$ cat src/rtl/rv_itcm_loader_pkg.sv
// Shared constants and helpers for the ITCM boot loader.
package rv_itcm_loader_pkg;

    // Default ITCM depth in 32-bit words.
    localparam int ITCM_SIZE = 1024;

    // One ITCM word as assembled from the byte stream.
    typedef logic [31:0] word_t;

    // Number of address bits needed to index 'value' entries.
    function automatic int clog2(input int value);
        int result;
        int v;
        result = 0;
        v = value - 1;
        while (v > 0) begin
            result = result + 1;
            v = v >> 1;
        end
        return result;
    endfunction

endpackage

$ cat src/rtl/rv_itcm_loader_if.sv
// Byte-stream input and ITCM port-a write bus of the boot loader.
interface rv_itcm_loader_if
    import rv_itcm_loader_pkg::*;
#(
    parameter int AW = clog2(ITCM_SIZE)
) ();

    logic          rx_valid_i;
    logic [7:0]    rx_data_i;
    logic          rx_ready_o;
    logic          itcm_wena_o;
    logic [3:0]    itcm_strobe_o;
    logic [AW-1:0] itcm_addr_o;
    word_t         itcm_data_o;

    // Loader side: consumes bytes, drives the RAM write port.
    modport master (
        input  rx_valid_i,
        input  rx_data_i,
        output rx_ready_o,
        output itcm_wena_o,
        output itcm_strobe_o,
        output itcm_addr_o,
        output itcm_data_o
    );

    // Environment side: byte source and RAM write port.
    modport slave (
        output rx_valid_i,
        output rx_data_i,
        input  rx_ready_o,
        input  itcm_wena_o,
        input  itcm_strobe_o,
        input  itcm_addr_o,
        input  itcm_data_o
    );

endinterface

$ cat src/rtl/rv_itcm_loader_byte_packer.sv
// Little-endian 4-byte assembler, shared by the header and data phases.
module rv_byte_packer
    import rv_itcm_loader_pkg::*;
(
    input  logic       clk,
    input  logic       rst,
    input  logic       clear_i,
    input  logic       byte_valid_i,
    input  logic [7:0] byte_i,
    output word_t      word_o,
    output word_t      word_next_o,
    output logic       complete_o
);

    logic [1:0] idx_q, idx_d;
    word_t      word_q, word_d;

    // Place each accepted byte at the lane selected by the index, LSB lane first.
    always_comb begin
        word_d = word_q;
        idx_d  = idx_q;
        if (clear_i) begin
            word_d = '0;
            idx_d  = '0;
        end else if (byte_valid_i) begin
            word_d[{idx_q, 3'b000} +: 8] = byte_i;
            idx_d = idx_q + 2'd1;
        end
    end

    // Hold the partial word and lane index across arbitrary input stalls.
    always_ff @(posedge clk) begin
        if (rst) begin
            word_q <= '0;
            idx_q  <= '0;
        end else begin
            word_q <= word_d;
            idx_q  <= idx_d;
        end
    end

    assign word_o      = word_q;
    assign word_next_o = word_d;
    assign complete_o  = byte_valid_i & ~clear_i & (idx_q == 2'd3);

endmodule

$ cat src/rtl/rv_itcm_loader.sv
// Boot-time ITCM writer: length header, then packed program words to address 0 upward.
module rv_itcm_loader
    import rv_itcm_loader_pkg::*;
#(
    parameter  int DEPTH = ITCM_SIZE,
    localparam int AW    = clog2(DEPTH)
) (
    input  logic             clk,
    input  logic             rst,
    input  logic             start_i,
    rv_itcm_loader_if.master bus,
    output logic             cpu_hold_o,
    output logic             busy_o,
    output logic             done_o,
    output logic             err_o,
    output logic [AW:0]      words_o
);

    localparam logic [2:0] S_IDLE  = 3'd0;
    localparam logic [2:0] S_LEN   = 3'd1;
    localparam logic [2:0] S_DATA  = 3'd2;
    localparam logic [2:0] S_WRITE = 3'd3;
    localparam logic [2:0] S_DONE  = 3'd4;
    localparam logic [2:0] S_ERR   = 3'd5;

    logic [2:0]  state_q, state_d;
    logic [AW:0] words_q, words_d;
    word_t       len_q, len_d;

    logic        rx_ready;
    logic        byte_fire;
    logic        pack_clear;
    logic        pack_complete;
    word_t       pack_word;
    word_t       pack_word_next;
    logic [AW:0] words_inc;

    assign rx_ready  = (state_q == S_LEN) || (state_q == S_DATA);
    assign byte_fire = bus.rx_valid_i & rx_ready;
    assign words_inc = words_q + (AW+1)'(1);

    rv_byte_packer u_packer (
        .clk          (clk),
        .rst          (rst),
        .clear_i      (pack_clear),
        .byte_valid_i (byte_fire),
        .byte_i       (bus.rx_data_i),
        .word_o       (pack_word),
        .word_next_o  (pack_word_next),
        .complete_o   (pack_complete)
    );

    // Sequence header, data and write phases; start is honoured only when no load is running.
    always_comb begin
        state_d    = state_q;
        words_d    = words_q;
        len_d      = len_q;
        pack_clear = 1'b0;
        case (state_q)
            S_IDLE, S_DONE, S_ERR: begin
                if (start_i) begin
                    state_d    = S_LEN;
                    words_d    = '0;
                    len_d      = '0;
                    pack_clear = 1'b1;
                end
            end
            S_LEN: begin
                if (pack_complete) begin
                    len_d = pack_word_next;
                    if (pack_word_next == 32'd0) begin
                        state_d = S_DONE;
                    end else if (pack_word_next > 32'(DEPTH)) begin
                        state_d = S_ERR;
                    end else begin
                        state_d = S_DATA;
                    end
                end
            end
            S_DATA: begin
                if (pack_complete) begin
                    state_d = S_WRITE;
                end
            end
            S_WRITE: begin
                words_d = words_inc;
                state_d = (32'(words_inc) == len_q) ? S_DONE : S_DATA;
            end
            default: begin
                state_d = S_IDLE;
            end
        endcase
    end

    // Register the FSM, the running word count and the captured image length.
    always_ff @(posedge clk) begin
        if (rst) begin
            state_q <= S_IDLE;
            words_q <= '0;
            len_q   <= '0;
        end else begin
            state_q <= state_d;
            words_q <= words_d;
            len_q   <= len_d;
        end
    end

    assign bus.rx_ready_o    = rx_ready;
    assign bus.itcm_wena_o   = (state_q == S_WRITE);
    assign bus.itcm_strobe_o = (state_q == S_WRITE) ? 4'hF : 4'h0;
    assign bus.itcm_addr_o   = words_q[AW-1:0];
    assign bus.itcm_data_o   = pack_word;

    assign cpu_hold_o = (state_q != S_DONE);
    assign busy_o     = (state_q == S_LEN) || (state_q == S_DATA) || (state_q == S_WRITE);
    assign done_o     = (state_q == S_DONE);
    assign err_o      = (state_q == S_ERR);
    assign words_o    = words_q;

endmodule

$ cat src/flat_wrapper.sv
// flat-port wrapper written by rule: the top's interface ports become plain ports
module rv_itcm_loader_flat import rv_itcm_loader_pkg::*;
#(
    parameter  int DEPTH = ITCM_SIZE,
    localparam int AW    = clog2(DEPTH)
)
  (clk, rst, start_i, cpu_hold_o, busy_o, done_o, err_o, words_o, bus_rx_valid_i, bus_rx_data_i, bus_rx_ready_o, bus_itcm_wena_o, bus_itcm_strobe_o, bus_itcm_addr_o, bus_itcm_data_o);
  rv_itcm_loader_if #(.AW((clog2(DEPTH)))) bus_i ();
  input  logic clk;
  input  logic rst;
  input  logic start_i;
  output logic cpu_hold_o;
  output logic busy_o;
  output logic done_o;
  output logic err_o;
  output logic [AW:0] words_o;
  input wire logic [$bits(bus_i.rx_valid_i)-1:0] bus_rx_valid_i;
  input wire logic [$bits(bus_i.rx_data_i)-1:0] bus_rx_data_i;
  output wire logic [$bits(bus_i.rx_ready_o)-1:0] bus_rx_ready_o;
  output wire logic [$bits(bus_i.itcm_wena_o)-1:0] bus_itcm_wena_o;
  output wire logic [$bits(bus_i.itcm_strobe_o)-1:0] bus_itcm_strobe_o;
  output wire logic [$bits(bus_i.itcm_addr_o)-1:0] bus_itcm_addr_o;
  output wire logic [$bits(bus_i.itcm_data_o)-1:0] bus_itcm_data_o;
  assign bus_i.rx_valid_i = bus_rx_valid_i;
  assign bus_i.rx_data_i = bus_rx_data_i;
  assign bus_rx_ready_o = bus_i.rx_ready_o;
  assign bus_itcm_wena_o = bus_i.itcm_wena_o;
  assign bus_itcm_strobe_o = bus_i.itcm_strobe_o;
  assign bus_itcm_addr_o = bus_i.itcm_addr_o;
  assign bus_itcm_data_o = bus_i.itcm_data_o;
  rv_itcm_loader #(.DEPTH(DEPTH)) u_core (.clk(clk), .rst(rst), .start_i(start_i), .bus(bus_i), .cpu_hold_o(cpu_hold_o), .busy_o(busy_o), .done_o(done_o), .err_o(err_o), .words_o(words_o));
endmodule
$ cat config.mk
export PLATFORM = sky130hd
export DESIGN_NAME = rv_itcm_loader_flat
export DESIGN_NICKNAME = d
export VERILOG_FILES = /design/src/rtl/rv_itcm_loader_pkg.sv /design/src/rtl/rv_itcm_loader_if.sv /design/src/rtl/rv_itcm_loader_byte_packer.sv /design/src/rtl/rv_itcm_loader.sv /design/src/flat_wrapper.sv
export SDC_FILE = /design/constraint.sdc
export NUM_CORES = 1
export LEC_CHECK = 0
export CAP_MARGIN = 20
export CORE_UTILIZATION = 52
export DETAILED_ROUTE_END_ITERATION = 8
export PLACE_DENSITY = 0.88
export SLEW_MARGIN = 10
export SYNTH_ARGS = -nofsm -noshare
export SYNTH_HDL_FRONTEND = slang
export SYNTH_HIERARCHICAL = 1
export SYNTH_SLANG_ARGS = --single-unit
$ cat constraint.sdc
create_clock -name clk -period 3.8 [get_ports clk]
set_clock_uncertainty 0.2 [all_clocks]
set_input_delay 0.76 -clock clk [delete_from_list [all_inputs] [get_ports clk]]
set_output_delay 0.76 -clock clk [all_outputs]
set_load 0.01 [all_outputs]
==> results.md <==
* Ports at 75
* Die width at around 90 um
* Initial antenna violation count at 0
* Fin. Hold Viols at 0
* Final worst-path setup slack at approximately 230 ps
* Crit-path slowest cell: dfxtp_1
* Setup Buffers After CTS at 0
* CP required at 3830 ps
* XOR/XNOR share of the synthesized area at 0.0350
* Main synth FF type: dfxtp_1
* Layout cells sized above 1 at 0.0800
* # diodes at 0
* PwrDens at around 330 nW/um^2
* Footprint of the multi-input gates at 2080 sq um
* Fin crit share at 0.940
* TritonCTS Buffers at 9
* Post-synth top area share at 0.400
* Mean post-synth cell area at 8.00 sq um
* Clk root buf: clkbuf_8
* Worst-margin pin slew at a little over 700 ps
* CP Launch Type: flip-flop
* Routed len/inst at between 15 and 20 um
* Syn nets at between 500 and 600
* Site Rows at 31
* Multiplexer area fraction after synthesis at 0
* Worst min path class: reg -> reg
* Sink Count at 80
* RSZ-0062 raised after global routing: no
* Largest net degree at the start of global routing at 35
* Pins Over Slew Limit at 0
* Vias at 3909
* Fmax at between 200 and 300 MHz
* Synth Area in Adders at 0.0188
* Ys Warns at 6
* CP Buf/Inv Count at 0
* IO Port Bufs at 74
* CP top delay family: simple AND/OR/NAND/NOR gates
* Final setup viols at 0
* Crit-path max cell delay at 560 ps
* Routed WL at 10700 um
* Post-synthesis cell area at 4000 sq um
* Hold buffer count at cts at 0
* GR Overflow Total at 0
* Critical Path Fanout Max at 12
* Drt pass-1 iters at 5
* Global-route usage over all layers at 0.270
* DR iter-0 viols at 402
* Worst-path clk slew at ~80 ps
* Crit path DAT at between 3000 and 4000 ps
* Peak supply drop at between 0.0002 and 0.0003 V
* Final nets at 564
* Starting density of the core at 0.546
* Placer congestion estimate at 0.955
* Worst slack at placement at 36.3 ps
* Tmin final at about 3600 ps
* Ys async rst share at 0
* Area delta synth->final at 21.3%
* Main combinational cell family by area after synthesis: simple AND/OR/NAND/NOR gates
* Pleak at 1.73 nW
* First-pass GRT wire length at roughly 18000 um
* Critical path's most frequent cell: nor2_1
* Status: finished clean
* Clk_lat worst skew at 360 ps
* Sum of negative setup slack at 0 ps
* H-Tree Depth at 3
* Top cell type by total area after synthesis: dfxtp_1
* CTS resizes at 0
* Antenna-violating nets left at 0
* Yosys reg bits at 80
* Post-DR vias/cell at 6.02
* Crit path cell chain: xnor2_1, nor2_1, and2_1, nand2_1, a32oi_1, nor2_1, nor4_1, nand3_1, xor2_1, a21oi_1, o211ai_1, o31ai_2
* Post-synthesis compound-gate area fraction at 0.181
* CP endpoint kind: flip-flop
* DRC at 0
* Post-synth cell types at 58
* Die height at ~90 um
* Synth Area in Simple Gates at 0.283
* EDFF count, synth at 0
* Dpl hpwl at 7810 um
* Die ar. at 8050 sq um
* Slew HR at 0.529
* Vias in the first global route at 3604
* Critical path class: reg -> reg
* CTS tree: done
* Sequential share of the synthesized area at 0.400
* Storage element area at 1600 sq um
* Synth area leaders: dfxtp_1, nor2_1, a32oi_1
* Max_cap viols at 0
* Fillcell total at ~550
* Clk buf depth at 2
* Cells after Synth at 500
* Core area at 7330 sq um
## cell type report
cell class	count	share of cell area
clock buffer	12	0.0299
clock inverter	3	0.00877
inverter	10	0.00774
multi-input combinational	361	0.429
sequential	80	0.330
tap	99	0.0255
timing repair buffer	84	0.169
## flip-flops by register name, summed over array words and instances (netlist names)
| signal | count |
|---|---|
| u_core/len_q | 32 |
| u_core/state_q | 3 |
| u_core/u_packer/idx_q | 2 |
| u_core/u_packer/word_o | 32 |
| u_core/words_o | 11 |
## final timing paths
path | start | endpoint | slack, ps | cells after the start
worst min-delay path | u_core/len_q[26] | u_core/len_q[26] | 260 | 2
worst max-delay path | u_core/state_q[1] | u_core/state_q[2] | 230 | 12
worst min register to register | u_core/len_q[26] | u_core/len_q[26] | 260 | 2
worst max register to register | u_core/state_q[1] | u_core/state_q[2] | 230 | 12
## layout by cell type (no fill, tap or decap), types with 7 or more instances in the layout
cell	instances
a21oi_1	47
nand2_1	45
nand3_1	37
clkbuf_8	10
dfxtp_1	80
clkdlybuf4s50_1	74
xnor2_1	11
a32oi_1	32
nor2_1	91
o21ai_0	10
buf_4	9
nor4_1	10
nor3_1	7
inv_1	9
## cells by family after synthesis
| logic type | after synthesis |
|---|---|
| and+or+nand+nor | 231 |
| adders and majority gates | 6 |
| DFF | 80 |
| AOI/OAI and AO/OA | 108 |
| xor gates and xnor gates | 16 |
| buffers and inverters | 59 |
## routing by layer
metal / GRT usage / share of wire / up-vias
met4: 0.124 / 0.034 / 0
li1: - / - / 1843
met2: 0.444 / 0.47 / 204
met3: 0.0499 / 0.075 / 38
met5: 0 / 0 / -
met1: 0.344 / 0.42 / 1824
## tightest hold or removal path: cells and delay by family (launching register included)
family	cells	cell delay (ps)
DFF	1	310
and+or+nand+nor	1	50
AOI/OAI and AO/OA	1	50
## where the power goes
group | internal [mW] | switching (mW) | leakage (nW) | total [mW]
sequential | 0.842 | 0.00480 | 0.645 | 0.846
clock | 0.318 | 0.298 | 0.0925 | 0.615
combinational | 0.0421 | 0.0867 | 0.989 | 0.129
## per-stage QoR
step / utilization / hold slack, ps / instances / total power, mW / cell area [sq um]
after floorplan: - / 226 / 500 / 0.948 / 4000
after global placement: 0.635 / 236 / 633 / 0.985 / 4650
after detailed placement: 0.636 / 244 / 634 / 0.990 / 4660
after CTS: 0.662 / 257 / 649 / 1.59 / 4850
after global routing: 0.662 / 276 / 649 / 1.65 / 4850
final: 0.662 / 255 / 649 / 1.59 / 4850
## cell usage after synthesis (9+ instances only)
master and n:
a21oi_1 48, clkbuf_1 18, nor4_1 10, nor2_1 91, nand3_1 37, a32oi_1 32, nand2_1 45, inv_1 9
buf_4 15, dfxtp_1 80, xnor2_1 11, o21ai_0 10
(Power assumes the default switching activity.)
==> RTL edit 1 (same settings) <==
The package constant `ITCM_SIZE` goes from 1024 to 512.
--- a/src/rtl/rv_itcm_loader_pkg.sv
+++ b/src/rtl/rv_itcm_loader_pkg.sv
@@ -4,3 +4,3 @@
     // Default ITCM depth in 32-bit words.
-    localparam int ITCM_SIZE = 1024;
+    localparam int ITCM_SIZE = 512;
 
Ports: changed (resized bus_itcm_addr_o and words_o); port bits go from 75 to 73. The function was not compared with the original's and may differ.
==> RTL edit 1 against the original RTL <==
  * Sequential cell count decreased by 1
  * Final cell count shrank 1.7%
  * Setup slack worse by 0.045 ns
  * Maximum frequency decreased by 1.2%
  * Sequential share of layout area fell by 0.056 points
  * Highest routed layer unchanged
  * Synthesized cell count fell by 1.4%
  * Power up 8.1%
  * Area after synthesis fell by 1.9%
  * Wire length shrank 0.99%
  * Final area is 1.1% lower
==> RTL edit 1: results (changes against the original RTL) <==
qor: run_status.outcome complete, no violations
qor: worst_setup_path.crit_path_max_fo 8 [-4]
qor: drt.drt_wl_cell 16.7 um [+0.72%]
qor: place.place.detailed.instances 623 [-1.7%]
qor: layout.clockBufferCount 11 [-1]
qor: layout.area_share_clock_buf_inv 0.0441 [+0.00538]
qor: place.place.gp.congestion 0.980 [+2.6%]
qor: layout.nNonClkBuffers 81 [-3.6%]
qor: power_and_ir_drop.static-leakage-power 1.72 nW [-0.55%]
qor: layout.final_cell_count_no_fill 638 [-1.7%]
qor: power_and_ir_drop.clock_net_power 0.671 mW [+9.1%]
qor: power_and_ir_drop.p_int 1.29 mW [+7.1%]
qor: yosys.synth_net_count 511 [-1.4%]
qor: grt.gr-usage-all-layers 0.281 [+0.0104]
qor: yosys.postSynthCellCount 493 [-1.4%]
qor: layout.syn_to_final_growth 22.3%
qor: place.portBuffers 72 [-2.7%]
qor: layout.final.signal_inverter_count 8 [-2]
qor: yosys.number_of_distinct_library_cells_after_synthesis 55 [-5.2%]
qor: layout.multi_input_gate_area 2050 um2 [-1.6%]
qor: yosys.synth_sequential_area_ratio 0.403 [+0.00281]
qor: worst_setup_path.worst_path_max_delay_cell sky130_fd_sc_hd__clkdlybuf4s50_1
qor: clock_network.cts.sinks 79 [-1.3%]
qor: drt.vias_per_cell 6.14 [+2.0%]
qor: grt.grt_start_max_net_pins 47 [+34%]
qor: layout.nMultiInputCombCells 356 [-1.4%]
qor: layout.area_share_nonclk_buffers 0.168 [-0.00128]
## RTL edit 1: changes by cell type after synthesis, sizes merged, moves of 3 or more
cell	delta
nand4b	+4
nor4	+3
nor3	-3
nand2	-3
nor2	-7
o21ai	+5
buf	+4
## RTL edit 1: kinds of logic after synthesis
kind of cell               synth area share
adders and majority gates            0.0191
buffers and inverters                0.0778
AOI/OAI and AO/OA                     0.180
DFF                                   0.403
and+or+nand+nor                       0.287
xor gates and xnor gates             0.0335
## RTL edit 1: final timing paths
kind	slack, ns	endpoint	cells past startpoint	start
setup / recovery	0.19	u_core/state_q[1]	12	bus_rx_valid_i
hold / removal	0.25	u_core/len_q[23]	2	u_core/len_q[23]
setup reg to reg	0.31	u_core/state_q[1]	11	u_core/u_packer/idx_q[0]
hold reg to reg	0.25	u_core/len_q[23]	2	u_core/len_q[23]
## RTL edit 1: metal layers
layer  GRT usage  wire length (um)  part of all wire
met4       0.119               280             0.026
met3      0.0625               822             0.077
met2       0.442              4960              0.47
met5           0                 0                 0
met1       0.371              4560              0.43
==> RTL edit 2 (config.mk and constraints unchanged) <==
Made on the original files. Register the output `err_o`; this adds one clock of latency there. The other outputs are not delayed to match.
--- a/src/rtl/rv_itcm_loader.sv
+++ b/src/rtl/rv_itcm_loader.sv
@@ -116,3 +116,5 @@
     assign done_o     = (state_q == S_DONE);
-    assign err_o      = (state_q == S_ERR);
+    always_ff @(posedge clk) begin
+        err_o <= (state_q == S_ERR);
+    end
     assign words_o    = words_q;
Formal check against the unedited RTL: not equivalent (Yosys sat finds a counterexample within 10 cycles, from zero or initial values and one cycle with rst high).
==> RTL edit 2 against the original RTL <==
  * Final area is 1.3% higher
  * Sequential cell count rose by 1
  * Power is 6.5% higher
  * Area after synthesis rose by 0.50%
  * Sequential power increased by 1%
  * Setup slack improved by 0.17 ns
  * Non-clock buffer count stayed put
  * Sequential share of layout area hardly changed
  * Wire length increased by 0.96%
  * Synthesized cell count rose by 0.20%
  * Via count up 1.6%
  * Largest power group unchanged
==> RTL edit 2: results (changes against the original RTL) <==
qor: grt.grt_use_met1 0.329 [-0.0152]
qor: grt.use_met2 0.462 [+0.0179]
qor: yosys.synth_area_leaders sky130_fd_sc_hd__dfxtp_1 (40%), sky130_fd_sc_hd__nor2_1 (8.5%), sky130_fd_sc_hd__a32oi_1 (7.0%)
qor: place.place.gp.congestion 0.965 [+1.0%]
qor: grt.first_pass_grt_wire_length 17.8 mm [+1.3%]
qor: place.portBuffers 74 [unchanged]
qor: power_and_ir_drop.static-leakage-power 1.76 nW [+1.8%]
qor: yosys.synth_sequential_area_ratio 0.403 [+0.00299]
qor: drt.met3_wirelength_from_detailed_routing 912 um [+13%]
qor: drt.drt_pass1_iterations 7 [+2]
qor: yosys.synth_net_count 519 [+0.19%]
qor: grt.gr-usage-met3 0.0770 [+0.0271]
qor: worst_setup_path.r2r_setup_slack 0.40 ns [+0.17 ns]
qor: yosys.synth.top_cells.by_count sky130_fd_sc_hd__nor2_1 (91), sky130_fd_sc_hd__dfxtp_1 (81), sky130_fd_sc_hd__a21oi_1 (48), sky130_fd_sc_hd__nand2_1 (45), sky130_fd_sc_hd__nand3_1 (37)
qor: layout.net_count_reported_at_finish 565 [+0.18%]
qor: power_and_ir_drop.vdd_ir_drop_max 394 uV [+43%]
qor: drt.drt_iter0_markers 379 [-5.7%]
qor: sta.worst_slew_margin_rel 0.584 [+0.0546]
qor: run_status.outcome complete, no violations
qor: layout.layout-drive-gt1-share 0.0851 [+0.00514]
qor: min_path.hold_end u_core/len_q[18]
qor: grt.gr-usage-all-layers 0.276 [+0.00595]
qor: grt.grt_pass1_vias 3761 [+4.4%]
qor: clock_network.cts_buffers 9 [unchanged]
qor: drt.wl_met1 4.20 mm [-7.1%]
qor: drt.detail_route.wirelength 10.8 mm [+0.96%]
qor: die.fp.dieArea 8090 um2 [+0.49%]
qor: clock_network.total_number_of_h_tree_levels 3 [unchanged]
qor: drt.met2WireLength 5.29 mm [+4.9%]
qor: drt.vias_per_cell 6.10 [+1.3%]
qor: layout.n_fill_cell 582 [+5.4%]
qor: place.detailedPlacementHpwl 7.77 mm [-0.52%]
==> RTL edit 2: cell families after synthesis <==
family	after synthesis	synth area share
buffers and inverters	59	0.0812
AO/OA/AOI/OAI	108	0.180
flip-flops	81	0.403
XOR/XNOR	16	0.0348
adder cells (fa/ha/maj)	6	0.0187
AND/OR/NAND/NOR	231	0.282
==> RTL edit 2: worst max path at each step <==
stage	to	slack [ns]	cells after the start	startpoint
6_report	u_core/state_q[1]	0.40	12	u_core/state_q[1]
5_1_grt	u_core/state_q[2]	0.07	12	u_core/state_q[1]
4_1_cts	u_core/state_q[2]	0.46	12	u_core/state_q[1]
3_5_place_dp	u_core/state_q[2]	0.10	11	bus_rx_valid_i
3_3_place_gp	u_core/state_q[2]	0.18	11	bus_rx_valid_i
2_1_floorplan	u_core/state_q[2]	0.52	9	start_i
==> RTL edit 2: layout make-up <==
cell class	instances	area [um2]	share of cell area
Multi-Input combinational cell	361	2080	0.424
Clock buffer	10	138	0.0280
Timing Repair Buffer	84	823	0.167
Clock inverter	6	90.1	0.0183
Inverter	10	37.5	0.00764
Sequential cell	81	1620	0.330
Tap cell	99	124	0.0252
==> RTL edit 2: power breakdown <==
group	switching [mW]	internal (mW)
Combinational	0.0854	0.0433
Sequential	0.00497	0.852
Clock	0.318	0.390
Total	0.409	1.29
==> RTL edit 2: metrics by stage <==
stage               setup WS, ns  std cells  hold WS (ns)  instance area (um2)   util
floorplan                  0.522        501         0.226                 4020      -
global placement           0.184        634         0.237                 4670  0.634
detailed placement         0.102        635         0.247                 4690  0.636
CTS                        0.461        651         0.259                 4920  0.667
global route              0.0654        651         0.276                 4920  0.667
finish                     0.402        651         0.259                 4920  0.667
